<file path="config.mk">
export PLATFORM = sky130hd
export DESIGN_NAME = odds_window_selector
export DESIGN_NICKNAME = d
export VERILOG_FILES = /design/src/rtl/odds_pkg.sv /design/src/rtl/odds_mask_gen.sv /design/src/rtl/odds_window_selector.sv
export SDC_FILE = /design/constraint.sdc
export NUM_CORES = 1
export LEC_CHECK = 0
export BUFFER_PORTS_ARGS = -buffer_cell sky130_fd_sc_hd__buf_4
export CORE_MARGIN = 2
export CORE_UTILIZATION = 40
export CTS_BUF_LIST = sky130_fd_sc_hd__clkbuf_16
export DETAILED_ROUTE_END_ITERATION = 7
export GPL_ROUTABILITY_DRIVEN = 0
export SLEW_MARGIN = 5
export SYNTH_ARGS = -nofsm -noshare
export SYNTH_HDL_FRONTEND = slang
export SYNTH_HIERARCHICAL = 1
export SYNTH_SLANG_ARGS = --single-unit
</file>
<file path="constraint.sdc">
create_clock -name clk -period 2.5 [get_ports clk]
set_clock_uncertainty 0.15 [all_clocks]
set_input_delay 0.5 -clock clk [delete_from_list [all_inputs] [get_ports clk]]
set_output_delay 0.5 -clock clk [all_outputs]
set_load 0.02 [all_outputs]
</file>
<file path="src/rtl/odds_pkg.sv">
// Shared types and defaults for the odds window selector.
package odds_pkg;

    localparam int DEF_LANES = 10;

    typedef enum logic [1:0] {
        MODE_THERM  = 2'd0,
        MODE_ONEHOT = 2'd1,
        MODE_TOP    = 2'd2,
        MODE_RSVD   = 2'd3
    } mode_e;

    typedef enum logic [1:0] {
        IDLE   = 2'd0,
        ARMED  = 2'd1,
        ACTIVE = 2'd2
    } state_e;

endpackage

</file>
<file path="src/rtl/odds_mask_gen.sv">
// Combinational bet-to-mask decoder with a legality flag.
module odds_mask_gen
    import odds_pkg::*;
#(
    parameter int LANES = DEF_LANES,
    parameter int BET_W = $clog2(LANES + 1)
) (
    input  logic [BET_W-1:0] bet,
    input  mode_e            mode,
    output logic [LANES-1:0] mask,
    output logic             legal
);

    int b;

    always_comb begin
        b     = int'(bet);
        legal = (b <= LANES) && (mode != MODE_RSVD);
        mask  = '0;
        for (int i = 0; i < LANES; i++) begin
            case (mode)
                MODE_THERM:  mask[i] = (i < b);
                MODE_ONEHOT: mask[i] = (i == b - 1);
                MODE_TOP:    mask[i] = (i >= LANES - b);
                default:     mask[i] = 1'b0;
            endcase
        end
        // A rejected bet never reaches the pending register, but keep it quiet anyway.
        if (!legal) mask = '0;
    end

endmodule

</file>
<file path="src/rtl/odds_window_selector.sv">
// Bet handshake, one-deep pending register and roll-driven payout window.
module odds_window_selector
    import odds_pkg::*;
#(
    parameter int LANES  = DEF_LANES,
    parameter int BET_W  = $clog2(LANES + 1),
    parameter int HOLD_W = 4
) (
    input  logic              clk,
    input  logic              rst,
    input  logic              bet_valid,
    output logic              bet_ready,
    input  logic [BET_W-1:0]  bet,
    input  logic [1:0]        bet_mode,
    input  logic [HOLD_W-1:0] hold,
    input  logic              roll,
    input  logic              cancel,
    output logic [LANES-1:0]  en,
    output logic              active,
    output logic [HOLD_W-1:0] rolls_left,
    output logic              bet_err
);

    state_e             state_q, state_d;
    logic [LANES-1:0]   en_q, en_d;
    logic [HOLD_W-1:0]  rolls_left_q, rolls_left_d;
    logic               bet_err_q, bet_err_d;
    logic               pend_v_q, pend_v_d;
    logic [LANES-1:0]   pend_mask_q, pend_mask_d;
    logic [HOLD_W-1:0]  pend_hold_q, pend_hold_d;

    logic [LANES-1:0]   new_mask;
    logic               new_legal;
    logic               hs, accept, reject;

    odds_mask_gen #(.LANES(LANES), .BET_W(BET_W)) u_mask_gen (
        .bet   (bet),
        .mode  (mode_e'(bet_mode)),
        .mask  (new_mask),
        .legal (new_legal)
    );

    assign bet_ready = !pend_v_q;
    assign hs        = bet_valid && bet_ready;
    assign accept    = hs && new_legal && !cancel;
    assign reject    = hs && !new_legal && !cancel;

    always_comb begin
        state_d      = state_q;
        en_d         = en_q;
        rolls_left_d = rolls_left_q;
        pend_v_d     = pend_v_q;
        pend_mask_d  = pend_mask_q;
        pend_hold_d  = pend_hold_q;
        bet_err_d    = reject;

        if (cancel) begin
            state_d      = IDLE;
            en_d         = '0;
            rolls_left_d = '0;
            pend_v_d     = 1'b0;
        end else begin
            case (state_q)
                ARMED: if (roll) begin
                    en_d         = pend_mask_q;
                    rolls_left_d = pend_hold_q;
                    pend_v_d     = 1'b0;
                    state_d      = ACTIVE;
                end
                ACTIVE: if (roll) begin
                    if (rolls_left_q != '0) begin
                        rolls_left_d = rolls_left_q - HOLD_W'(1);
                    end else if (pend_v_q) begin
                        en_d         = pend_mask_q;
                        rolls_left_d = pend_hold_q;
                        pend_v_d     = 1'b0;
                    end else begin
                        en_d    = '0;
                        state_d = IDLE;
                    end
                end
                default: ;
            endcase

            // Accept only happens with pend_v=0, so it never collides with a pending load.
            if (accept) begin
                pend_mask_d = new_mask;
                pend_hold_d = hold;
                pend_v_d    = 1'b1;
                if (state_d == IDLE) state_d = ARMED;
            end
        end
    end

    always_ff @(posedge clk or posedge rst) begin
        if (rst) begin
            state_q      <= IDLE;
            en_q         <= '0;
            rolls_left_q <= '0;
            bet_err_q    <= 1'b0;
            pend_v_q     <= 1'b0;
            pend_mask_q  <= '0;
            pend_hold_q  <= '0;
        end else begin
            state_q      <= state_d;
            en_q         <= en_d;
            rolls_left_q <= rolls_left_d;
            bet_err_q    <= bet_err_d;
            pend_v_q     <= pend_v_d;
            pend_mask_q  <= pend_mask_d;
            pend_hold_q  <= pend_hold_d;
        end
    end

    assign en         = en_q;
    assign rolls_left = rolls_left_q;
    assign bet_err    = bet_err_q;
    assign active     = (state_q == ACTIVE);

endmodule

</file>
==> results.txt, run 1 <==
- The flow ran to the end, and the final reports show no timing, DRC or antenna violations.
- Synth top cells by count: sky130_fd_sc_hd__dfrtp_1 (32), sky130_fd_sc_hd__a21oi_1 (20), sky130_fd_sc_hd__nor2_1 (19)
- Count of state elements after synthesis: 32
* Iteration count of the initial detailed-routing pass: 4
- Count of mapped cells out of synthesis: 251
* Syn nets: 277
- WP buf/inv: 1
- Average cell area after synthesis: 9.187 um2
- Post-Place Cell Area: 0.002741 mm2
- Total of buffers placed on input and output ports: 31
- Clk_lat worst skew: 0.27 ns
- The tool flagged a number of max-cap violations equal to 0.
- Std-Cell Rows: 27
* Total Routed Length: 5286 um
* Vert. Die Dim: 79.93 um
- Of all nets on the critical path, the largest fanout is 4.
- The critical path crosses 11 cells after its start point.
- Crit share post-route: 0.9446
- After detailed routing, the number of remaining DRC violations is 0.
- Final design instance area without fill: 0.002904 mm2
- Post-synthesis cell type with the largest combined area: sky130_fd_sc_hd__dfrtp_1
- Synth async-reset ratio: 1.000
- Average routed wire per standard cell: 14.17 um
* Number of antenna violations at the first check in global routing: 0
- In this run, the number of DRC markers left after iteration 0 of detailed routing was 103.
- Switching share of power: 0.2844
* Number of buffers inserted by hold repair at cts: 0
- Die boundary width: 79.93 um
- TritonCTS built the clock tree.
* Class of the tightest hold or removal check: input port to async pin
- Actual transition at the worst max-transition pin: 0.8626 ns
- Traced cell by cell, the critical path runs through buf_4, ha_2, nand4bb_1, a21oi_2, nor2_2, nor2b_1, ha_1, or4b_1, nand4_1, a21oi_1, mux2_2.
- Power density of the placed cells: 616.9 mW/mm2
- Clock transition at the registers of the reported paths: 0.05 ns
- Final count of negative-setup-slack endpoints: 0
- RSZ-0062 raised after global routing: false
- HPWL after DPL: 3974 um
- The number of clock buffers added by TritonCTS is 5.
- The final route contains 2014 vias.
- Switching pwr: 0.0005094 W
- CP max stage cell: sky130_fd_sc_hd__or4b_1
- The repair_antennas step left the layout with diodes totalling 0.
- CTS placed an instance of sky130_fd_sc_hd__clkbuf_16 at the clock tree root.
- Internal power consumption: 0.001282 W
* Die outline area: 0.006388 mm2
- At the worst endpoint, the arrival time is 2.37 ns.
* Worst reg2reg path depth: 6
- In this run, distinct cell masters in the synthesized netlist total 61.
- Entering global routing, the biggest net connects 33 pins.
- Clock Tree Buf Depth: 2
- After clock tree synthesis, the setup repair step added 0 buffers.
* Min Hold Slack: 0.1539 ns
- Area of the core region: 0.005540 mm2
- The share of total power dissipated in the clock network is 0.376.
- CTS saw 32 sinks.
* Final max-slew violation count: 0
- Number of endpoints with negative hold slack in the final report: 0
- After the last flow step, the layout net total stands at 326.
* Combinational share of power: 0.270
- The initial utilization of the core area, before any placement, comes to 0.4162.
* Synth Cell Area: 0.002306 mm2
- Area Growth Syn to Fin: 25.94%
* Fraction of synthesized cell area taken by the top area cell type: 0.3473
- Number of I/O pins: 32
- Overall Global Routing Usage: 0.1747
* CP required: 2.51 ns
- Dominant delay contributor by cell family on the critical path: simple AND/OR/NAND/NOR gates
- Once the clock tree was built, the resizer swapped 0 gates to a different size.
- Share of cells above drive strength 1: 0.3090
- Dividing the detail-routed via count by the number of cells gives 5.399.
- By instance count, the leading cell after synthesis is sky130_fd_sc_hd__dfrtp_1.
- For this run, the number of Yosys warnings is 6.
- Peak supply drop: 0.3491 mV
* Overall overflow remaining after global route: 0
- Among all flip-flop cells after synthesis, the most frequent one is sky130_fd_sc_hd__dfrtp_1.
- Minimum clock period after layout: 2.362 ns
- Max Clock Freq: 423.4 MHz
* Cell types with the largest area share after synthesis: sky130_fd_sc_hd__dfrtp_1 (35%), sky130_fd_sc_hd__ha_1 (6.0%), sky130_fd_sc_hd__mux2_2 (4.9%)
- The share of the Yosys chip area taken by registers is 0.3473.
- The share of total power dissipated in sequential elements is 0.354.
- Max-Slew Margin vs Limit: 0.4249
- For this design the static power due to leakage is 1.346 nW.
- Critical Path Max Stage Delay: 0.43 ns
* CTS H-Tree Depth: 2
- The first global-routing pass estimated 8921 um of wire.
* Worst Setup Path Type: input port to flip-flop
- Number of synthesized flops with an enable pin: 0
- Number of global-route vias before repair: 1896
* Element type at the critical path end: flip-flop
- The worst setup path is launched from an input port.
- The detail route stage leaves a number of antenna-violating nets equal to 0.
## stage by stage
step                setup TNS [ns]  setup slack, ns  utilization   power, W  std cells
floorplan                 -0.05950         -0.05950            -  0.0009753        251
global placement           -0.3430          -0.1120       0.4948   0.001116        365
detailed placement         -0.3118          -0.1390       0.4948   0.001124        365
CTS                              0           0.1347       0.5242   0.001800        373
global route                     0         0.002943       0.5242   0.001890        373
finish                           0           0.1384       0.5242   0.001791        373
## worst register-to-register path, cell delays in order (launching register included)
cell and delay, ns:
sky130_fd_sc_hd__dfrtp_1 0.37, sky130_fd_sc_hd__inv_1 0.06, sky130_fd_sc_hd__ha_1 0.28, sky130_fd_sc_hd__buf_4 0.20
sky130_fd_sc_hd__a21o_1 0.15, sky130_fd_sc_hd__a21oi_1 0.69, sky130_fd_sc_hd__a22o_1 0.26
## kinds of logic after synthesis
logic type,count (synthesis),share of synthesized area
simple gates,71,0.1742
xor+xnor,2,0.007598
mux,14,0.06782
flops,32,0.3473
compound gates,88,0.2648
fa+ha+maj,11,0.05968
buf+inv,33,0.07867
## state kept, by name, indices dropped and copies added, names as in the netlist
| register | cells |
|---|---|
| bet_err | 1 |
| en | 10 |
| pend_hold_q | 4 |
| pend_mask_q | 10 |
| pend_v_q | 1 |
| rolls_left | 4 |
| state_q | 2 |
## area by class of cell
class / count / area, um2
Fill cell: 525 / 2636
Inverter: 15 / 56.30
Timing Repair Buffer: 60 / 462.9
Sequential cell: 32 / 800.8
Clock buffer: 5 / 125.1
Multi-Input combinational cell: 186 / 1331
Clock inverter: 3 / 37.54
Tap cell: 72 / 90.09
## per-layer routing
| layer | track usage | routed length (um) | up-vias |
|---|---|---|---|
| met5 | 0 | 0 | - |
| met3 | 0.02828 | 194 | 8 |
| met1 | 0.2488 | 2665 | 947 |
| met2 | 0.2692 | 2341 | 46 |
| li1 | - | - | 1013 |
| met4 | 0.05593 | 85 | 0 |
## power by group through the flow
stage / registers, W / clock network [W] / logic, W
5_1_grt: 0.000645 / 0.000708 / 0.000538
3_5_place_dp: 0.000644 / 0 / 0.000481
3_3_place_gp: 0.000641 / 0 / 0.000475
6_report: 0.000635 / 0.000673 / 0.000484
4_1_cts: 0.000634 / 0.000681 / 0.000485
2_1_floorplan: 0.000646 / 0 / 0.000329
## cell usage in the layout, fill, tap and decap left out, types with 4 or more instances in the layout
| cell | count |
|---|---|
| sky130_fd_sc_hd__a21o_1 | 4 |
| sky130_fd_sc_hd__a21oi_1 | 20 |
| sky130_fd_sc_hd__a22o_1 | 10 |
| sky130_fd_sc_hd__a31oi_1 | 10 |
| sky130_fd_sc_hd__buf_4 | 59 |
| sky130_fd_sc_hd__clkbuf_16 | 5 |
| sky130_fd_sc_hd__dfrtp_1 | 32 |
| sky130_fd_sc_hd__ha_1 | 10 |
| sky130_fd_sc_hd__inv_1 | 14 |
| sky130_fd_sc_hd__mux2_2 | 10 |
| sky130_fd_sc_hd__nand2_1 | 14 |
| sky130_fd_sc_hd__nand4_1 | 5 |
| sky130_fd_sc_hd__nor2_1 | 18 |
| sky130_fd_sc_hd__nor2b_1 | 8 |
| sky130_fd_sc_hd__o21ai_0 | 16 |
## path summary, 6_finish.rpt
kind	slack, ns	startpoint	to
min	0.15	rst	en[2]
min reg2reg	0.34	pend_mask_q[8]	en[8]
max	0.14	bet[0]	pend_mask_q[0]
max in group asynchronous	1.75	rst	en[4]
min in group clk	0.29	hold[0]	pend_hold_q[0]
max reg2reg	0.28	state_q[0]	en[1]
Power figures use the tool's default switching activity.
==> inputs of run 2 (changes only) <==
--- a/config.mk
+++ b/config.mk
@@ -7,7 +7,7 @@
 export LEC_CHECK = 0
 export BUFFER_PORTS_ARGS = -buffer_cell sky130_fd_sc_hd__buf_4
 export CORE_MARGIN = 2
-export CORE_UTILIZATION = 40
+export CORE_UTILIZATION = 45
 export CTS_BUF_LIST = sky130_fd_sc_hd__clkbuf_16
 export DETAILED_ROUTE_END_ITERATION = 7
 export GPL_ROUTABILITY_DRIVEN = 0
==> run 2 against run 1 <==
- routed wire length shrank 4.4%
- critical path depth stayed put
- flip-flop and latch count stayed put
- power shrank 6.9%
- cell count rose by 0.54%
- clock power is 18% lower
- maximum frequency hardly changed
- first-iteration DRC count shrank 8.7%
- critical endpoint unchanged
==> results.txt, run 2 (same netlist as run 1, synthesis figures left out) <==
- Combinational share of power: 0.291 (+0.021)
* Clk_lat worst skew: 0.27 ns (about the same)
- CTS H-Tree Depth: 2 (unchanged)
- The first-pass iteration count of the detailed router came to 4 (unchanged).
- # clock sinks: 32 (unchanged)
- Post-Place Cell Area: 0.002761 mm2 (+0.73%)
- The final design area excluding fillers came to 0.002910 mm2 (+0.22%).
- The number of cells on the worst reg-to-reg path came to 6 (unchanged).
* Average via count per standard cell: 5.392 (-0.14%)
* Number of filler instances in the final layout: 480 (-8.6%)
* Top library cells by usage in the layout, fill and taps aside: sky130_fd_sc_hd__buf_4 (64), sky130_fd_sc_hd__dfrtp_1 (32), sky130_fd_sc_hd__a21oi_1 (20)
* Crit Path Max Fanout: 4 (unchanged)
* Number of buffers added by the clock tree synthesis step: 5 (unchanged)
- Area Growth Syn to Fin: 26.21%
- The relative slew slack is 0.4710 (+0.04604).
- Worst reg2reg startpoint: state_q[0]
- Status: finished, final reports clean
- The total overflow reported by the global router was 0 (unchanged).
- The number of primary I/O pins is 32 (unchanged).
* Ordered list of cells on the worst path: buf_4, ha_2, nand4bb_1, a21oi_2, nor2_2, nor2b_1, ha_1, or4b_1, nand4_1, a21oi_1, mux2_2
* Starting utilization of the core area: 0.4603 (+0.04407)
* CP max stage cell: sky130_fd_sc_hd__or4b_1
* Clock root buffer master: sky130_fd_sc_hd__clkbuf_16
* Element type at the critical path end: flip-flop
- The count of standard-cell rows is 26 (-3.7%).
- Switching share of power: 0.2930 (+0.008659)
- HPWL after DPL: 3911 um (-1.6%)
- The pin count of the biggest net entering global routing is 33 (unchanged).
- The slew at the pin closest to its max-slew limit is 0.7935 ns (-0.06906 ns).
* Final max-slew violation count: 0 (unchanged)
- The quantity of I/O buffers inserted on ports came to 31 (unchanged).
* Peak supply drop: 0.2673 mV (-23%)
- The post-route minimum period came to 2.364 ns (+0.002058 ns).
- The register share of total power came to 0.380 (+0.026).
* Number of global-route vias before repair: 1803 (-4.9%)
- The clock input transition at the sequential cells of the worst setup and hold paths is 0.05 ns (about the same).
* Portion of total power attributed to the clock network: 0.330 (-0.046)
- Commonest non-fill, non-tap cell in the layout: sky130_fd_sc_hd__buf_4
* CP required: 2.50 ns (about the same)
- Critical path launch point type: input port
* Share of cells above drive strength 1: 0.3213 (+0.01234)
* ANT cells: 0 (unchanged)
* Crit share post-route: 0.9455 (about the same)
- The die height was 75.59 um (-5.4%).
- The final-stage net count was 331 (+1.5%).
- Number of buffers inserted by hold repair at cts: 0 (unchanged)
- The average routed wire per standard cell was 13.47 um (-4.9%).
* Pleak: 1.362 nW (+1.2%)
- Number of endpoints with negative hold slack in the final report: 0 (unchanged)
- Die boundary width: 75.59 um (-5.4%)
- The wire length after detailed routing was 5053 um (-4.4%).
- Power density of the placed cells: 573.0 mW/mm2 (-7.1%)
- Start point of the critical path: bet[0]
* Post-cts repair resize count: 0 (unchanged)
* Internal power consumption: 0.001179 W (-8.0%)
* Number of antenna violations at the first check in global routing: 0 (unchanged)
- The number of buffers on the longest clock path was 2 (unchanged).
* Overall Global Routing Usage: 0.1932 (+0.01850)
- Setup slack after layout: 0.1364 ns (-0.002058 ns)
- Worst Setup Path Type: input port to flip-flop
- Max Clock Freq: 423.1 MHz (about the same)
- The area of the die is 0.005713 mm2 (-11%).
- TritonCTS clock tree: done
- Final count of negative-setup-slack endpoints: 0 (unchanged)
* Area of the core region: 0.005010 mm2 (-9.6%)
* Global-route wire length before repair: 8459 um (-5.2%)
- The worst-case register-to-register setup slack came to 0.24 ns (-0.04 ns).
* Number of vias in the routed layout: 2022 (+0.40%)
- Final ANT Viol Nets: 0 (unchanged)
- The arrival time at the worst endpoint was 2.37 ns (about the same).
* DRC violations left: 0 (unchanged)
- The detailed router's first-iteration violation count is 94 (-8.7%).
- Switching pwr: 0.0004887 W (-4.1%)
- The number of violations of the max-capacitance limit was 0 (unchanged).
- The min-delay analysis places its worst path in the category input port to async pin.
- Critical Path Max Stage Delay: 0.43 ns (about the same)
- The worst setup timing slack at the placement stage was -0.1636 ns (-0.02456 ns).
- Post-CTS setup buffer count: 0 (unchanged)
- FF-to-FF End: en[0]
run 2: layout make-up:
class                   count  area, um2  area share
clock buffers               5      125.1     0.04299
clock inverters             2      8.758    0.003009
inverters                  15      56.30     0.01935
multi-input cells         186       1331      0.4574
flip-flops and latches     32      800.8      0.2752
well taps                  70      87.58     0.03009
repair buffers             65      500.5      0.1720
run 2: power by group through the flow:
stage	logic, W	clock network [W]	registers (W)
after floorplan	0.000329	0	0.000646
after global placement	0.000473	0	0.000641
after detailed placement	0.000480	0	0.000642
after CTS	0.000482	0.000564	0.000634
after global routing	0.000536	0.000585	0.000644
final	0.000485	0.000550	0.000633
run 2: worst max-delay path by stage:
stage	endpoint	slack, ns
6_report	pend_mask_q[0]	0.14
5_1_grt	pend_mask_q[0]	-0.002
4_1_cts	pend_mask_q[0]	0.12
3_3_place_gp	pend_mask_q[0]	-0.11
3_5_place_dp	pend_mask_q[0]	-0.16
2_1_floorplan	pend_mask_q[0]	-0.06
run 2: layer usage:
layer	track usage	vias to the layer above	routed length, um
li1	-	1022	-
met1	0.2841	947	2534
met2	0.2831	47	2266
met3	0.03704	6	182
met4	0.06823	0	69
met5	0	-	0
run 2: worst max-delay path, delay by kind of cell:
kind / cells / cell delay [ns]
AOI/OAI and AO/OA: 2 / 0.24
adders and majority gates: 2 / 0.34
muxes: 1 / 0.25
and+or+nand+nor: 5 / 0.90
buffers and inverters: 1 / 0.11
run 2: metrics by stage:
stage | hold slack (ns) | total power, W | cells | setup TNS (ns) | util
after floorplan | 0.3088 | 0.0009753 | 251 | -0.05950 | -
after global placement | 0.3240 | 0.001114 | 366 | -0.6436 | 0.5512
after detailed placement | 0.3298 | 0.001122 | 366 | -1.002 | 0.5512
after CTS | 0.1812 | 0.001680 | 373 | 0 | 0.5779
after global routing | 0.2038 | 0.001765 | 375 | -0.002373 | 0.5809
final | 0.1651 | 0.001668 | 375 | 0 | 0.5809
==> inputs of run 3 (changes only) <==
--- a/config.mk
+++ b/config.mk
@@ -9,8 +9,10 @@
 export CORE_MARGIN = 2
 export CORE_UTILIZATION = 45
 export CTS_BUF_LIST = sky130_fd_sc_hd__clkbuf_16
+export CTS_CLUSTER_SIZE = 40
 export DETAILED_ROUTE_END_ITERATION = 7
 export GPL_ROUTABILITY_DRIVEN = 0
+export MAX_ROUTING_LAYER = met4
 export SLEW_MARGIN = 5
 export SYNTH_ARGS = -nofsm -noshare
 export SYNTH_HDL_FRONTEND = slang
==> run 3 against run 2 <==
- hold slack got worse by 0.0034 ns
- maximum frequency increased by 0.22%
- clock-buffer cell count unchanged
- setup slack improved by 0.0053 ns
- non-clock buffer count unchanged
- register-to-register slack about the same
==> results.txt, run 3 (same netlist as run 1, synthesis figures left out) <==
- The detailed router's first-iteration violation count came to 105 (+12%).
* Peak supply drop: 0.2726 mV (+2.0%)
- Dominant delay contributor by cell family on the critical path: simple AND/OR/NAND/NOR gates
* Max Clock Freq: 424.0 MHz (+0.22%)
- The average routed wire per standard cell came to 13.52 um (+0.32%).
* Area of the core region: 0.005010 mm2 (unchanged)
- The number of failing setup endpoints in the final timing report came to 0 (unchanged).
- The cell-internal power was 0.001179 W (about the same).
* Clock Tree Buf Depth: 2 (unchanged)
* Setup Total Neg Slack: 0 ns (unchanged)
* Max-Slew Margin vs Limit: 0.4697 (-0.001240)
- Overall overflow remaining after global route: 0 (unchanged)
- The critical path goes through buf_4, ha_2, nand4bb_1, a21oi_2, nor2_2, nor2b_1, ha_1, or4b_1, nand4_1, a21oi_1, mux2_2.
* Min Hold Slack: 0.1617 ns (-0.003442 ns)
* Placed Cells: 366 (unchanged)
- Combinational share of power: 0.290 (about the same)
- STA classifies the critical path endpoint as a flip-flop.
- Number of antenna violations at the first check in global routing: 0 (unchanged)
* Std-Cell Rows: 26 (unchanged)
- # clock sinks: 32 (unchanged)
- The share of layout cells above drive strength 1 was 0.3213 (unchanged).
- Total of buffers placed on input and output ports: 31 (unchanged)
* Number of I/O pins: 32 (unchanged)
- Clk_lat worst skew: 0.27 ns (about the same)
* Maximum Capacitance Violations: 0 (unchanged)
* Global-route wire length before repair: 8466 um (about the same)
* Area Growth Syn to Fin: 26.21% (unchanged)
- Average via count per standard cell: 5.477 (+1.6%)
- Start point of the critical path: bet[0]
* Worst Setup Path Type: input port to flip-flop
- HPWL after DPL: 3911 um (unchanged)
- The antenna diode count is 0 (unchanged).
- Minimum clock period after layout: 2.358 ns (-0.005303 ns)
- Final max-slew violation count: 0 (unchanged)
- The arrival time at the worst endpoint came to 2.36 ns (about the same).
* Number of endpoints with negative hold slack in the final report: 0 (unchanged)
* Vert. Die Dim: 75.59 um (unchanged)
* CP required: 2.50 ns (about the same)
- Total Routed Length: 5069 um (+0.32%)
* Crit Path Max Fanout: 4 (unchanged)
- Final ANT Viol Nets: 0 (unchanged)
- The net switching power of the design is 0.0004905 W (+0.37%).
* Part of the power in registers: 0.379 (about the same)
* Commonest non-fill, non-tap cell in the layout: sky130_fd_sc_hd__buf_4
- The final critical-path share of the clock period came to 0.9433 (-0.002121).
- The pin count of the biggest net entering global routing came to 33 (unchanged).
- The final-stage net count is 331 (unchanged).
* Starting utilization of the core area: 0.4603 (unchanged)
- CTS H-Tree Depth: 2 (unchanged)
- The buffers plus inverters on the worst setup path is 1 (unchanged).
- The worst register-to-register path begins at state_q[0].
- The via count of the first global-routing pass came to 1792 (-0.61%).
* Class of the tightest hold or removal check: input port to async pin
- Number of vias in the routed layout: 2054 (+1.6%)
* Switching share of power: 0.2938 (+0.0007806)
- DRC violations left: 0 (unchanged)
- The run finished with clean final reports.
* Critical path launch point type: input port
* Count of non-filler cells in the finished layout: 375 (unchanged)
- The number of buffers added to fix hold violations after cts was 0 (unchanged).
* Top library cells by usage in the layout, fill and taps aside: sky130_fd_sc_hd__buf_4 (64), sky130_fd_sc_hd__dfrtp_1 (32), sky130_fd_sc_hd__a21oi_1 (20)
- Overall Global Routing Usage: 0.1991 (+0.005936)
* Number of buffers added by the clock tree synthesis step: 5 (unchanged)
- Power consumption: 0.001669 W (+0.10%)
- Clock transition at the registers of the reported paths: 0.05 ns (about the same)
* Pleak: 1.362 nW (unchanged)
- The clock network power share is 0.330 (about the same).
- CP max stage cell: sky130_fd_sc_hd__or4b_1
- The slew at the pin closest to its max-slew limit was 0.7954 ns (+0.001860 ns).
- The chip width was 75.59 um (unchanged).
- Critical Path Max Stage Delay: 0.43 ns (about the same)
- Clock root buffer master: sky130_fd_sc_hd__clkbuf_16
- Power density of the placed cells: 573.6 mW/mm2 (+0.10%)
- Die outline area: 0.005713 mm2 (unchanged)
- The first-pass iteration count of the detailed router came to 4 (unchanged).
* TritonCTS clock tree: done
==> run 3: cell counts in the layout (fill, tap and decap cells not counted) <==
Identical to the previous run, type by type.
==> run 3: through the flow <==
| step | instance area (um2) | util | setup slack [ns] |
|---|---|---|---|
| after detailed placement | 2761 | 0.5512 | -0.1636 |
| after floorplan | 2320 | - | -0.05950 |
| after global routing | 2910 | 0.5809 | -0.002391 |
| final | 2910 | 0.5809 | 0.1417 |
| after CTS | 2895 | 0.5779 | 0.1193 |
| after global placement | 2761 | 0.5512 | -0.1133 |
==> run 3: layout make-up <==
class | instances | area, um2
clock buffers | 5 | 125.1
repair buffers | 65 | 500.5
inverters | 15 | 56.30
flip-flops and latches | 32 | 800.8
well taps | 70 | 87.58
fillers | 480 | 2100
multi-input cells | 186 | 1331
clock inverters | 2 | 8.758
==> run 3: worst reg2reg max path, cell delays in order, from the launching register on <==
cell                      delay (ns)
sky130_fd_sc_hd__dfrtp_1        0.40
sky130_fd_sc_hd__inv_1          0.06
sky130_fd_sc_hd__ha_1           0.41
sky130_fd_sc_hd__nor2b_1        0.11
sky130_fd_sc_hd__a21o_1         0.17
sky130_fd_sc_hd__a21oi_1        0.64
sky130_fd_sc_hd__a22o_1         0.26
==> run 3: metal layers <==
metal,routed length [um],GRT usage,part of all wire,up-vias
met3,242,0.03704,0.048,8
met5,0,-,0,-
met4,91,0.06823,0.018,0
met1,2472,0.2841,0.49,965
li1,-,-,-,1024
met2,2262,0.2831,0.45,57
==> run 3: power groups by stage <==
stage | Sequential [W] | Clock [W] | Combinational [W]
finish | 0.000633 | 0.000551 | 0.000485
global route | 0.000644 | 0.000585 | 0.000536
CTS | 0.000634 | 0.000564 | 0.000482
detailed placement | 0.000642 | 0 | 0.000480
global placement | 0.000641 | 0 | 0.000473
floorplan | 0.000646 | 0 | 0.000329
==> run 3: repair_timing <==
| item | in CTS | in global routing |
|---|---|---|
| gates resized for setup | 0 | 0 |
| setup buffers | 0 | 2 |
| endpoints found under the setup margin | 0 | 1 |
==> run 3: worst paths after layout <==
| kind | end | slack, ns | depth (start not counted) |
|---|---|---|---|
| max | pend_mask_q[0] | 0.14 | 11 |
| min | en[1] | 0.16 | 3 |
| max reg2reg | en[0] | 0.25 | 6 |
| min reg2reg | en[5] | 0.33 | 1 |
| max in group asynchronous | pend_mask_q[7] | 1.74 | 3 |
| min in group clk | pend_hold_q[1] | 0.30 | 2 |
